## config.mk

```make
export PLATFORM = sky130hd
export DESIGN_NAME = alu_add_pipe
export DESIGN_NICKNAME = d
export VERILOG_FILES = /design/src/rtl/alu_add_pipe.sv
export SDC_FILE = /design/constraint.sdc
export NUM_CORES = 1
export LEC_CHECK = 0
export BUFFER_PORTS_ARGS = -buffer_cell sky130_fd_sc_hd__buf_2
export CORE_MARGIN = 2
export CORE_UTILIZATION = 59
export CTS_CLUSTER_DIAMETER = 40
export DETAILED_ROUTE_END_ITERATION = 8
export GPL_ROUTABILITY_DRIVEN = 0
export PLACE_DENSITY_LB_ADDON = 0.15
export SKIP_LAST_GASP = 1
export SLEW_MARGIN = 10
export SYNTH_ARGS = -nofsm -noshare
export SYNTH_HDL_FRONTEND = slang
export SYNTH_SLANG_ARGS = --single-unit
```

## constraint.sdc

```tcl
create_clock -name CLK -period 6.5 [get_ports CLK]
set_clock_uncertainty 0.15 [all_clocks]
set_input_delay 0.975 -clock CLK [delete_from_list [all_inputs] [get_ports CLK]]
set_output_delay 0.975 -clock CLK [all_outputs]
set_load 0.005 [all_outputs]
```

## src/rtl/alu_add_pipe.sv

```systemverilog
// Two-stage pipelined 32-bit add/subtract built around an external 8-slice carry-lookahead unit.
// Optional saturation on signed overflow is enabled with `define ALU_ADD_PIPE_SAT_EN (adds port IN_SAT).
module alu_add_pipe #(
    parameter int TAG_WIDTH = 4
) (
    input  logic                 CLK,
    input  logic                 N_RST,
    input  logic                 IN_VALID,
    output logic                 IN_READY,
    input  logic [1:0]           IN_OP,
    input  logic [31:0]          IN_A,
    input  logic [31:0]          IN_B,
    input  logic                 IN_CF,
    input  logic [TAG_WIDTH-1:0] IN_TAG,
`ifdef ALU_ADD_PIPE_SAT_EN
    input  logic                 IN_SAT,
`endif
    output logic                 LA_C_IN,
    output logic [7:0]           LA_P,
    output logic [7:0]           LA_G,
    input  logic [7:0]           LA_CARRYS,
    output logic                 OUT_VALID,
    input  logic                 OUT_READY,
    output logic [31:0]          OUT_RESULT,
    output logic [3:0]           OUT_FLAGS,
    output logic [TAG_WIDTH-1:0] OUT_TAG
);

    logic [31:0]          b_eff;
    logic                 cin_d;
    logic [31:0]          s0n_d, s1n_d;
    logic [7:0]           p_d, g_d;

    logic                 s1v_q, s1v_d;
    logic [31:0]          s0n_q, s1n_q;
    logic [7:0]           p_q, g_q;
    logic                 cin_q, a31_q, b31_q;
    logic [TAG_WIDTH-1:0] tag1_q;
    logic                 sat_q;

    logic                 out_valid_q, out_valid_d;
    logic [31:0]          res_q, res_d, raw_res;
    logic [3:0]           flags_q, flags_d;
    logic [TAG_WIDTH-1:0] tag_q;
    logic [7:0]           slice_cin;
    logic                 ovf;

    logic                 in_fire, s2_load;

    assign s2_load  = s1v_q && (!out_valid_q || OUT_READY);
    assign IN_READY = !s1v_q || !out_valid_q || OUT_READY;
    assign in_fire  = IN_VALID && IN_READY;

    // Stage 1: operand prep and per-slice speculative sums
    assign b_eff = IN_OP[0] ? ~IN_B : IN_B;
    assign cin_d = IN_OP[1] ? IN_CF : IN_OP[0];

    for (genvar i = 0; i < 8; i++) begin : g_slice
        logic [4:0] sum0, sum1;
        assign sum0 = {1'b0, IN_A[4*i +: 4]} + {1'b0, b_eff[4*i +: 4]};
        assign sum1 = sum0 + 5'd1;
        assign s0n_d[4*i +: 4] = sum0[3:0];
        assign s1n_d[4*i +: 4] = sum1[3:0];
        assign g_d[i] = sum0[4];
        assign p_d[i] = sum1[4];
    end

    always_comb begin
        s1v_d = s1v_q;
        if (in_fire)
            s1v_d = 1'b1;
        else if (s2_load)
            s1v_d = 1'b0;
    end

    always_ff @(posedge CLK) begin
        if (in_fire) begin
            s0n_q  <= s0n_d;
            s1n_q  <= s1n_d;
            p_q    <= p_d;
            g_q    <= g_d;
            cin_q  <= cin_d;
            a31_q  <= IN_A[31];
            b31_q  <= b_eff[31];
            tag1_q <= IN_TAG;
`ifdef ALU_ADD_PIPE_SAT_EN
            sat_q  <= IN_SAT;
`else
            sat_q  <= 1'b0;
`endif
        end
    end

    // The lookahead unit sees only the held stage-1 state, never the live inputs
    assign LA_C_IN = cin_q;
    assign LA_P    = p_q;
    assign LA_G    = g_q;

    // Stage 2: carry-select per slice, flags, optional saturation
    assign slice_cin = {LA_CARRYS[6:0], cin_q};

    for (genvar i = 0; i < 8; i++) begin : g_sel
        assign raw_res[4*i +: 4] = slice_cin[i] ? s1n_q[4*i +: 4] : s0n_q[4*i +: 4];
    end

    assign ovf = (a31_q == b31_q) && (raw_res[31] != a31_q);

    always_comb begin
        res_d = raw_res;
        if (sat_q && ovf)
            res_d = a31_q ? 32'h8000_0000 : 32'h7FFF_FFFF;
        flags_d = {res_d[31], (res_d == 32'd0), LA_CARRYS[7], ovf};
    end

    always_comb begin
        out_valid_d = out_valid_q;
        if (s2_load)
            out_valid_d = 1'b1;
        else if (OUT_READY)
            out_valid_d = 1'b0;
    end

    always_ff @(posedge CLK) begin
        if (!N_RST) begin
            s1v_q       <= 1'b0;
            out_valid_q <= 1'b0;
            res_q       <= '0;
            flags_q     <= '0;
            tag_q       <= '0;
        end else begin
            s1v_q       <= s1v_d;
            out_valid_q <= out_valid_d;
            if (s2_load) begin
                res_q   <= res_d;
                flags_q <= flags_d;
                tag_q   <= tag1_q;
            end
        end
    end

    assign OUT_VALID  = out_valid_q;
    assign OUT_RESULT = res_q;
    assign OUT_FLAGS  = flags_q;
    assign OUT_TAG    = tag_q;

endmodule

```

==> impl_results.md <==
* DR vias/cell at about 5.4
* Yosys top cell area share at 0.407
* Worst Path Max Fanout at 33
* Core area at 10,700 sq um
* Mean Syn Cell Area at between 10 and 15 sq um
* Wire length on met3 at roughly 680 um
* Iter 0 DRT Violations at about 150
* Final setup viols at 0
* Unrepaired setup endpoints after global routing: false
* Vias in the first global route at ~4.4k
* TritonRoute pass-1 iters at 6
* FF-to-FF setup slack at approximately 4 ns
* CTS Buf Count at 17
* Most common cell in the synthesized netlist: edfxtp_1
* EDFF count, synth at 87
* Sink Count at approximately 130
* Layout Nets at between 700 and 800
* CTS tree: built
* Highest metal used: met4
* Initial core utilization at 0.598
* Gr usage total at 0.219
* PortBufs at between 100 and 150
* Met1 WL at roughly 4900 um
* Chip Width at about 110 um
* Resized Gates After CTS at 0
* Crit Path Category: in -> reg
* Fin crit share at 0.476
* H-tree levels at 4
* Setup TNS at 0 ns
* Fmax at 324 MHz
* FFs w/ async S/R, synth at 0
* Critical Path End: LA_P[7]
* Synth Register Bits at roughly 130
* Synth cell count leaders: edfxtp_1, xor2_1, nand2_1, ha_1, dfxtp_1
* Net count after synthesis at around 650
* Tot Pwr at ~0.0025 W
* Pwr/cell area at 317 nW/um^2
* WL final at 12,100 um
* Max Cap Viol at 0
* Diodes inserted at 0
* Startpoint types: input port
* HPWL after DPL at 8880 um
* ANT nets after route at 0
* Final hold vios at 0
* Cts hold-fix bufs at 0
* Mapped Area at approximately 6400 sq um
* CTS clk-pin slew, worst paths at around 0.06 ns
* Synth area leaders: edfxtp_1, dfxtp_1, ha_1, xor2_1, mux2i_1
* Hold Slack at roughly 0.30 ns
* Worst r2r src: OUT_VALID
* Full die area at approximately 12,000 sq um
* Syn-to-layout area delta at 21.5%
* Post-layout min period at a little over 3 ns
* Die height at between 100 and 150 um
* Synth cell types at 36
* Worst Path Required at between 6 and 7 ns
* Clock Latency Late Sink at about 0.52 ns
* Rel. slew slack at 0.243
* Wire length of the first global-routing pass at between 15,000 and 20,000 um
* Worst vdd rail ir drop at 0.168 mV
* FP Rows at 38
* Worst reg2reg endpoint: OUT_FLAGS[2]
* Slew @ Worst Pin at 1.14 ns
* Drt drc at 0
* Clock Path Buffers at 2
* Class of the worst hold path: reg -> reg
* CP Capture Type: register
* Mapped Cells at between 500 and 600
* Post-CTS Setup Bufs at 0
* Routed length per instance at 15.0 um
* Worst R2R Path Depth at 6
* CTS root buf: clkbuf_8
* Ys flop type: edfxtp_1
* Met2 wire len at around 6300 um
* Sequential fraction of the synthesis area at 0.534
* Crit path launch: IN_OP[0]
* Grt total ovfl at 0
* Initial antenna violation count at 0
* Ports at approximately 140
* Leak Pwr at approximately 3.8 nW
* CP arrival at around 3.2 ns
* Hold path startpoint: OUT_TAG[2]
* Largest net degree at the start of global routing at 88
* Synth area leader: edfxtp_1
* Fin. max-slew vios at 0
* Synth Warn # at 0
* Fraction of layout cells with a size suffix above 1 at 0.272
* Status: complete, no violations
* Vias at approximately 4.3k
==> cell usage in the layout (no fill, tap or decap), drive strengths merged, types with 2 or more instances in the layout <==
cell	n
nand3	22
nor2b	6
or4	2
clkinvlp	3
mux2i	32
nor4	3
a21o	16
nor3	12
o211a	32
xor2	47
bufinv	3
clkbuf	22
edfxtp	87
nand2b	5
nor2	9
buf	142
dfxtp	41
a21boi	5
xnor2	25
ha	42
nor3b	2
a21oi	20
nand2	45
fa	8
clkinv	4
o21ai	4
inv	20
==> worst max-delay path, stage by stage <==
cell	delay (ns)
buf_2	0.72
xor2_1	0.20
ha_1	0.21
inv_1	0.07
fa_1	0.40
xnor2_1	0.31
nand3_1	0.15
xnor2_1	0.15
==> cells by family after synthesis <==
family,synth area share
AO/OA/AOI/OAI,0.0984
XOR/XNOR,0.0982
adder cells (fa/ha/maj),0.107
buffers and inverters,0.0308
flip-flops,0.534
multiplexers,0.0516
AND/OR/NAND/NOR,0.0799
==> metrics by stage <==
step	setup slack, ns	cell area, sq um	instances	util
after detailed placement	2.86	7200	774	0.670
after CTS	3.39	7810	806	0.726
after global placement	2.94	7200	774	0.670
final	3.41	7810	806	0.726
after global routing	3.24	7810	806	0.726
after floorplan	2.73	6420	518	-
==> flip-flops by register name, indices dropped and copies added, names as in the netlist <==
| signal | flops |
|---|---|
| LA_C_IN | 1 |
| LA_G | 8 |
| LA_P | 8 |
| OUT_FLAGS | 3 |
| OUT_RESULT | 32 |
| OUT_TAG | 4 |
| OUT_VALID | 1 |
| a31_q | 1 |
| b31_q | 1 |
| s0n_q | 32 |
| s1n_q | 32 |
| s1v_q | 1 |
| tag1_q | 4 |
==> power breakdown <==
group | total, W | switching (W) | internal [W]
Combinational | 0.000442 | 0.000239 | 0.000203
Clock | 0.000952 | 0.000328 | 0.000624
Sequential | 0.00108 | 0.0000497 | 0.00103
==> worst min path at each step <==
stage              endpoint  slack, ns  depth (start not counted)
4_1_cts          OUT_TAG[2]       0.30                          2
2_1_floorplan  OUT_FLAGS[1]       0.30                          2
5_1_grt          OUT_TAG[2]       0.32                          2
3_5_place_dp     OUT_TAG[2]       0.29                          2
6_report         OUT_TAG[2]       0.30                          2
3_3_place_gp     OUT_TAG[2]       0.29                          2
==> final cells by class <==
type / count / area [sq um]
inverters: 20 / 75.1
fillers: 760 / 2940
clock inverters: 10 / 133
well taps: 140 / 175
repair buffers: 142 / 713
clock buffers: 22 / 474
multi-input cells: 344 / 2800
flip-flops and latches: 128 / 3430
==> metal layers <==
metal,vias to the layer above,track usage
met5,-,0
met1,2077,0.240
met3,27,0.0681
met4,0,0.0934
li1,2135,-
met2,110,0.391
Power figures use the tool's default switching activity.
